**config.mk**
```make
export PLATFORM = sky130hd
export DESIGN_NAME = irq_capture_ack
export DESIGN_NICKNAME = d
export VERILOG_FILES = /design/src/rtl/irq_capture_ack.sv
export SDC_FILE = /design/constraint.sdc
export NUM_CORES = 1
export LEC_CHECK = 0
export CAP_MARGIN = 20
export CORE_UTILIZATION = 35
export CTS_CLUSTER_SIZE = 20
export DETAILED_ROUTE_END_ITERATION = 16
export GPL_ROUTABILITY_DRIVEN = 0
export GPL_TIMING_DRIVEN = 1
export PLACE_DENSITY = 0.82
export SYNTH_ARGS = -nofsm -noshare
export SYNTH_HDL_FRONTEND = slang
export SYNTH_SLANG_ARGS = --single-unit
```
**constraint.sdc**
```tcl
create_clock -name Sys_clk -period 1.8 [get_ports Sys_clk]
set_input_delay 0.18 -clock Sys_clk [delete_from_list [all_inputs] [get_ports Sys_clk]]
set_output_delay 0.18 -clock Sys_clk [all_outputs]
set_load 0.02 [all_outputs]
```
**src/rtl/irq_capture_ack.sv**
```systemverilog
// Interrupt capture with rising-edge detect, pending/acknowledge handshake, saturating
// missed-event counters, and optional per-channel period measurement (IRQ_PERIOD_MEAS_EN).
module irq_capture_ack #(
  parameter int unsigned NUM_IRQ  = 2,
  parameter int unsigned CNT_W    = 8,
  parameter int unsigned PERIOD_W = 20
) (
  input  logic                         Sys_clk,
  input  logic                         Rst_n,
  input  logic [NUM_IRQ-1:0]           Irq_in,
  input  logic                         Ack_valid,
  input  logic [2:0]                   Ack_id,
  input  logic                         Miss_clr,
  output logic                         Irq_out,
  output logic [2:0]                   Irq_id,
  output logic [NUM_IRQ-1:0]           Pending,
  output logic                         Ack_err,
  output logic [NUM_IRQ*CNT_W-1:0]     Miss_cnt,
  output logic [NUM_IRQ*PERIOD_W-1:0]  Period,
  output logic [NUM_IRQ-1:0]           Period_vld
);

  localparam int unsigned ID_W = 3;
  localparam logic [CNT_W-1:0] CNT_MAX = {CNT_W{1'b1}};

  logic [NUM_IRQ-1:0] irq_prev_q, irq_prev_d;
  logic [NUM_IRQ-1:0] pending_q, pending_d;
  logic               ack_err_q, ack_err_d;
  logic [CNT_W-1:0]   miss_q [NUM_IRQ];
  logic [CNT_W-1:0]   miss_d [NUM_IRQ];

  logic [NUM_IRQ-1:0] rise;
  logic [NUM_IRQ-1:0] ack_hit;
  logic [NUM_IRQ-1:0] miss;
  logic [ID_W-1:0]    irq_id_c;

  // Edge detect, acknowledge decode and pending/miss next-state.
  always_comb begin
    irq_prev_d = Irq_in;
    rise       = Irq_in & ~irq_prev_q;
    ack_hit    = '0;
    for (int i = 0; i < int'(NUM_IRQ); i++) begin
      ack_hit[i] = Ack_valid && (Ack_id == ID_W'(i)) && pending_q[i];
    end
    // A rise coinciding with a valid ack re-arms the channel and is not a miss.
    miss      = rise & pending_q & ~ack_hit;
    pending_d = rise | (pending_q & ~ack_hit);
    ack_err_d = Ack_valid && (ack_hit == '0);
    for (int i = 0; i < int'(NUM_IRQ); i++) begin
      miss_d[i] = miss_q[i];
      if (Miss_clr) begin
        miss_d[i] = miss[i] ? CNT_W'(1) : '0;
      end else if (miss[i] && (miss_q[i] != CNT_MAX)) begin
        miss_d[i] = miss_q[i] + CNT_W'(1);
      end
    end
  end

  always_ff @(posedge Sys_clk) begin
    if (!Rst_n) begin
      irq_prev_q <= '0;
      pending_q  <= '0;
      ack_err_q  <= 1'b0;
      for (int i = 0; i < int'(NUM_IRQ); i++) begin
        miss_q[i] <= '0;
      end
    end else begin
      irq_prev_q <= irq_prev_d;
      pending_q  <= pending_d;
      ack_err_q  <= ack_err_d;
      for (int i = 0; i < int'(NUM_IRQ); i++) begin
        miss_q[i] <= miss_d[i];
      end
    end
  end

  // Lowest pending index wins.
  always_comb begin
    irq_id_c = '0;
    for (int i = int'(NUM_IRQ) - 1; i >= 0; i--) begin
      if (pending_q[i]) begin
        irq_id_c = ID_W'(i);
      end
    end
  end

  always_comb begin
    Miss_cnt = '0;
    for (int i = 0; i < int'(NUM_IRQ); i++) begin
      Miss_cnt[i*CNT_W +: CNT_W] = miss_q[i];
    end
  end

  assign Irq_out = |pending_q;
  assign Irq_id  = irq_id_c;
  assign Pending = pending_q;
  assign Ack_err = ack_err_q;

`ifdef IRQ_PERIOD_MEAS_EN
  localparam logic [PERIOD_W-1:0] PER_MAX = {PERIOD_W{1'b1}};

  logic [PERIOD_W-1:0] per_cnt_q [NUM_IRQ];
  logic [PERIOD_W-1:0] per_cnt_d [NUM_IRQ];
  logic [PERIOD_W-1:0] per_val_q [NUM_IRQ];
  logic [PERIOD_W-1:0] per_val_d [NUM_IRQ];
  logic [PERIOD_W-1:0] per_inc   [NUM_IRQ];
  logic [NUM_IRQ-1:0]  per_vld_q, per_vld_d;
  logic [NUM_IRQ-1:0]  seen_q, seen_d;

  // First rise only arms the counter; each later rise latches the elapsed cycles.
  always_comb begin
    per_vld_d = per_vld_q;
    seen_d    = seen_q;
    for (int i = 0; i < int'(NUM_IRQ); i++) begin
      per_inc[i]   = (per_cnt_q[i] == PER_MAX) ? PER_MAX : per_cnt_q[i] + PERIOD_W'(1);
      per_cnt_d[i] = per_inc[i];
      per_val_d[i] = per_val_q[i];
      if (rise[i]) begin
        per_cnt_d[i] = '0;
        seen_d[i]    = 1'b1;
        if (seen_q[i]) begin
          per_val_d[i] = per_inc[i];
          per_vld_d[i] = 1'b1;
        end
      end
    end
  end

  always_ff @(posedge Sys_clk) begin
    if (!Rst_n) begin
      per_vld_q <= '0;
      seen_q    <= '0;
      for (int i = 0; i < int'(NUM_IRQ); i++) begin
        per_cnt_q[i] <= '0;
        per_val_q[i] <= '0;
      end
    end else begin
      per_vld_q <= per_vld_d;
      seen_q    <= seen_d;
      for (int i = 0; i < int'(NUM_IRQ); i++) begin
        per_cnt_q[i] <= per_cnt_d[i];
        per_val_q[i] <= per_val_d[i];
      end
    end
  end

  always_comb begin
    Period = '0;
    for (int i = 0; i < int'(NUM_IRQ); i++) begin
      Period[i*PERIOD_W +: PERIOD_W] = per_val_q[i];
    end
  end

  assign Period_vld = per_vld_q;
`else
  assign Period     = '0;
  assign Period_vld = '0;
`endif

endmodule

```
Word level (Yosys, flattened, before mapping) --
Memory sizes are Yosys's and may differ from the RTL's. Cells that the tools add are included.
Storage, ports and cells: RAM bits 16, register bits after elaboration 5, word-level logic and storage cells 40, memories 1
Cells by class: add/subtract/negate cells 2, muxes and demuxes 12, bitwise operators 9, reductions and logical operators 10, eq/ne operators 3
Memory list:
- miss_q | words 2, width 8, read ports 2, clocked after Yosys merged registers in 0, wr ports 2, line 29 | logic [CNT_W-1:0] miss_q [NUM_IRQ];
Operator list (number):
- two-way mux 8 bit | 6
- adder 8 x 1 -> 8 bit, second input constant | 2
- inequality test 8 bit, second input constant | 2
- bitwise AND 2 bit | 4
- logical AND 1 bit | 7
- two-way mux 1 bit | 5
- inverter 2 bit | 2
- equality test 3 x 1 -> 1 bit, second input constant | 1
- logical NOT 3 bit | 1
- two-way mux 3 bit | 1
- logical NOT 2 bit | 1
- bitwise OR 1 bit | 2
- bitwise OR 2 bit | 1
- OR reduction 2 bit | 1

Longest topological paths before layout --
word-level depth 9, gate-level depth with buffers 5, gate-level depth less buffers 4

Least setup slack after synthesis --
No wires, ideal clock.
path type reg2reg, from memory miss_q[1][0], in the netlist miss_q[0][8], to memory miss_q[1][3], in the netlist miss_q[0][11], period minus slack after synthesis 1.656 ns, path buffers 1, arrival time 1.585 ns, path slack 0.144 ns, cell stages (with the launch flop) 6, path through dfxtp_1 ha_1 and4_4 buf_6 or4_1 a21oi_1
RTL lines (line):
- from (decl) | 29

Worst setup path after layout --
from register pending_q[1], in the netlist Pending[1], to output port Irq_out
On the way: word-level cells in the longest chain between the ends 1
Ends and longest elaborated chain:
- from (decl) | line 27 | logic [NUM_IRQ-1:0] pending_q, pending_d;
- from (signal assigned) | line 69 | pending_q <= pending_d;
- OR reduction 2 bit | line 94 | assign Irq_out = |pending_q;
- to (decl) | line 14 | output logic Irq_out,
Every way passes these cells.

==> flow_summary.yaml <==
run_status:
  outcome: "finished clean"
power:
  p_total_uw: 989.1
  power_density_nw_per_um2: 597.5
  ir_worst_vdd_uv: 379.6
  leakagePower_uw: 0.0006288
logic_synthesis:
  ys_seq_elements: 21
  synth.distinct_cells: 32
  synth_warnings: 0
  synth_cells: 161
  ys_seq_area_share_pct: 29.73
  netlist_area_sq_um: 1414
  postSynthAreaPerCell_sq_um: 8.782
clock_tree:
  cts.hold.buffers_added: 0
  cts_setup_buffers: 0
  clock_latency_ns: 0.26
  cts.reportedPaths.clkPinSlew_ns: 0.08
  clkSinkCount: 21
  cts_buffers: 3
  clk_path_buf_depth: 2
  cts_tree: "yes"
  cts_root_buf: "clkbuf_8"
  htree_levels: 1
  cts.repair.resized: 0
timing:
  fin_skew_ns: 0.001450
  setup_viol: 0
  fin_crit_sh_pct: 91.60
  hold_viol_final: 0
  final_max_slew_viol_count: 0
  fin_crit_ns: 1.649
  hold_ws_ns: 0.4955
  rsz0062_at_grt: "false"
  timing.fmax_mhz: 606.5
global_routing:
  antenna_found_initial: 0
  gr-total-overflow: 0
  grt_use_total_pct: 12.56
  grt_pass1_vias: 981
  grt_pass1_wl_mm: 4.215
  grt_max_degree: 14
die:
  core-area_sq_um: 3771
  rows: 22
  die_x_um: 65.56
  ios: 74
  start_util_pct: 37.49
  die_y_um: 65.56
  die-area_sq_um: 4297
layout:
  layoutNonFillerInstCount: 244
  nNetsFinal: 208
  n_antenna_cell: 0
  syn_to_final_growth_pct: 17.08
  layout-drive-gt1-share_pct: 8.673
  final_area_sq_um: 1655
  finalCoreUtilization_pct: 43.90
setup_path:
  crit_path_end_kind: "primary output"
  critical_path_class: "flop to primary output"
  start_kind: "flop"
  critPathArrivalTime_ns: 1.47
  crit_path_max_fanout: 7
  required_ns: 1.62
detailed_routing:
  drtAntennaViolNets: 0
  drtIter0Drc: 36
  first_pass_iters: 4
  viasPerCell: 4.750
  wl_mm: 2.688
  vias: 1159
  avgRoutedWirePerCell_um: 11.02
  drc: 0
placed_design:
  placed_cells: 240
  dp_hpwl_mm: 2.044
  place_area_sq_um: 1610
  placement.io_buffers: 29
worst_hold_path:
  hold_class: "flop to flop"
job:
  cap_violations: 0
==> sequential cells by signal (all words and copies together), names as in the netlist <==
signal and cells:
miss_q 16, Pending 2, irq_prev_q 2, Ack_err 1
==> layout make-up <==
class | instances | area [sq um]
clock buffers | 4 | 45.04
fillers | 399 | 2116
repair buffers | 38 | 357.8
multi-input cells | 130 | 760.7
flip-flops and latches | 21 | 420.4
inverters | 3 | 11.26
well taps | 48 | 60.06
==> metrics by stage <==
step | setup TNS [ns] | setup slack, ns
3_3_place_gp | -0.01221 | -0.01221
3_5_place_dp | -0.1714 | -0.05647
4_1_cts | 0 | 0.1499
5_1_grt | 0 | 0.09163
6_report | 0 | 0.1512
2_1_floorplan | 0 | 0.1444
==> worst max-delay path, stage by stage, from the launching register on <==
cell and delay [ns]:
dfxtp_1 0.36, or2_2 0.31, clkdlybuf4s50_1 0.54
==> where the power goes <==
| part | switching (uW) | total [uW] | internal (uW) |
|---|---|---|---|
| Sequential | 9.04 | 482 | 473 |
| Combinational | 133 | 194 | 60.7 |
| Clock | 155 | 313 | 158 |
==> cells in the final DEF (no fill, tap or decap), drive strengths merged, types with 3 or more instances in the layout <==
| master | Yosys | layout |
|---|---|---|
| conb | 1 | 44 |
| clkdlybuf4s50 | 0 | 29 |
| dfxtp | 21 | 21 |
| nand3 | 10 | 10 |
| a21oi | 10 | 10 |
| buf | 49 | 9 |
| nand2 | 7 | 7 |
| o41ai | 6 | 6 |
| or4 | 6 | 6 |
| nor2b | 5 | 5 |
| o21ai | 4 | 4 |
| nand4 | 4 | 4 |
| o311ai | 4 | 4 |
| o31ai | 4 | 4 |
| clkbuf | 0 | 4 |
| and4 | 4 | 4 |
| inv | 3 | 3 |
| mux2i | 3 | 3 |
==> worst paths after layout <==
kind | from | endpoint | slack (ns) | cells past startpoint
max | Pending[1] | Irq_out | 0.15 | 2
max reg2reg | miss_q[0][8] | miss_q[0][12] | 0.20 | 4
min reg2reg | miss_q[0][6] | miss_q[0][6] | 0.50 | 2
min | miss_q[0][6] | miss_q[0][6] | 0.50 | 2
==> cell usage after synthesis <==
master / count / area share (%)
inv_1: 3 / 0.80
and2b_1: 1 / 0.53
nand2_1: 7 / 1.9
buf_6: 3 / 2.4
and4_4: 2 / 1.6
nand2b_1: 2 / 0.88
o41ai_1: 6 / 3.7
o2111a_1: 2 / 1.6
or4b_1: 1 / 0.71
nand4_1: 4 / 1.8
and3_1: 2 / 0.88
and4_1: 2 / 1.2
nand3_1: 10 / 3.5
a31o_2: 2 / 1.2
conb_1: 1 / 0.27
or2_2: 1 / 0.44
mux2i_1: 3 / 2.1
and2_1: 2 / 0.88
buf_4: 44 / 23
buf_2: 2 / 0.71
nand4bb_1: 1 / 0.80
o311a_1: 1 / 0.71
o311ai_0: 4 / 2.5
o31ai_1: 4 / 2.1
ha_1: 2 / 1.8
a21oi_1: 10 / 3.5
dfxtp_1: 21 / 30
o21ai_0: 4 / 1.4
dlygate4sd1_1: 1 / 0.62
nor2b_1: 5 / 2.2
nor4_1: 2 / 0.88
or4_1: 6 / 3.2
==> kinds of logic (layout without fill, tap and decap cells) <==
kind of cell	Yosys count	after routing	share of synthesized area (%)
buf+inv	53	45	27.88
simple gates	48	48	21.42
compound gates	33	33	16.81
flops	21	21	29.73
mux	3	3	2.124
fa+ha+maj	2	2	1.770
other cells	1	44	0.2652
==> layer usage <==
metal,wire length [um],vias up,global-route usage [%],share of wire [%]
met5,0,-,0,0
met1,1151,534,13.93,43
met4,42,0,5.707,1.6
met3,131,4,1.910,4.9
met2,1363,45,23.20,51
li1,-,576,-,-
Power figures use the tool's default switching activity.
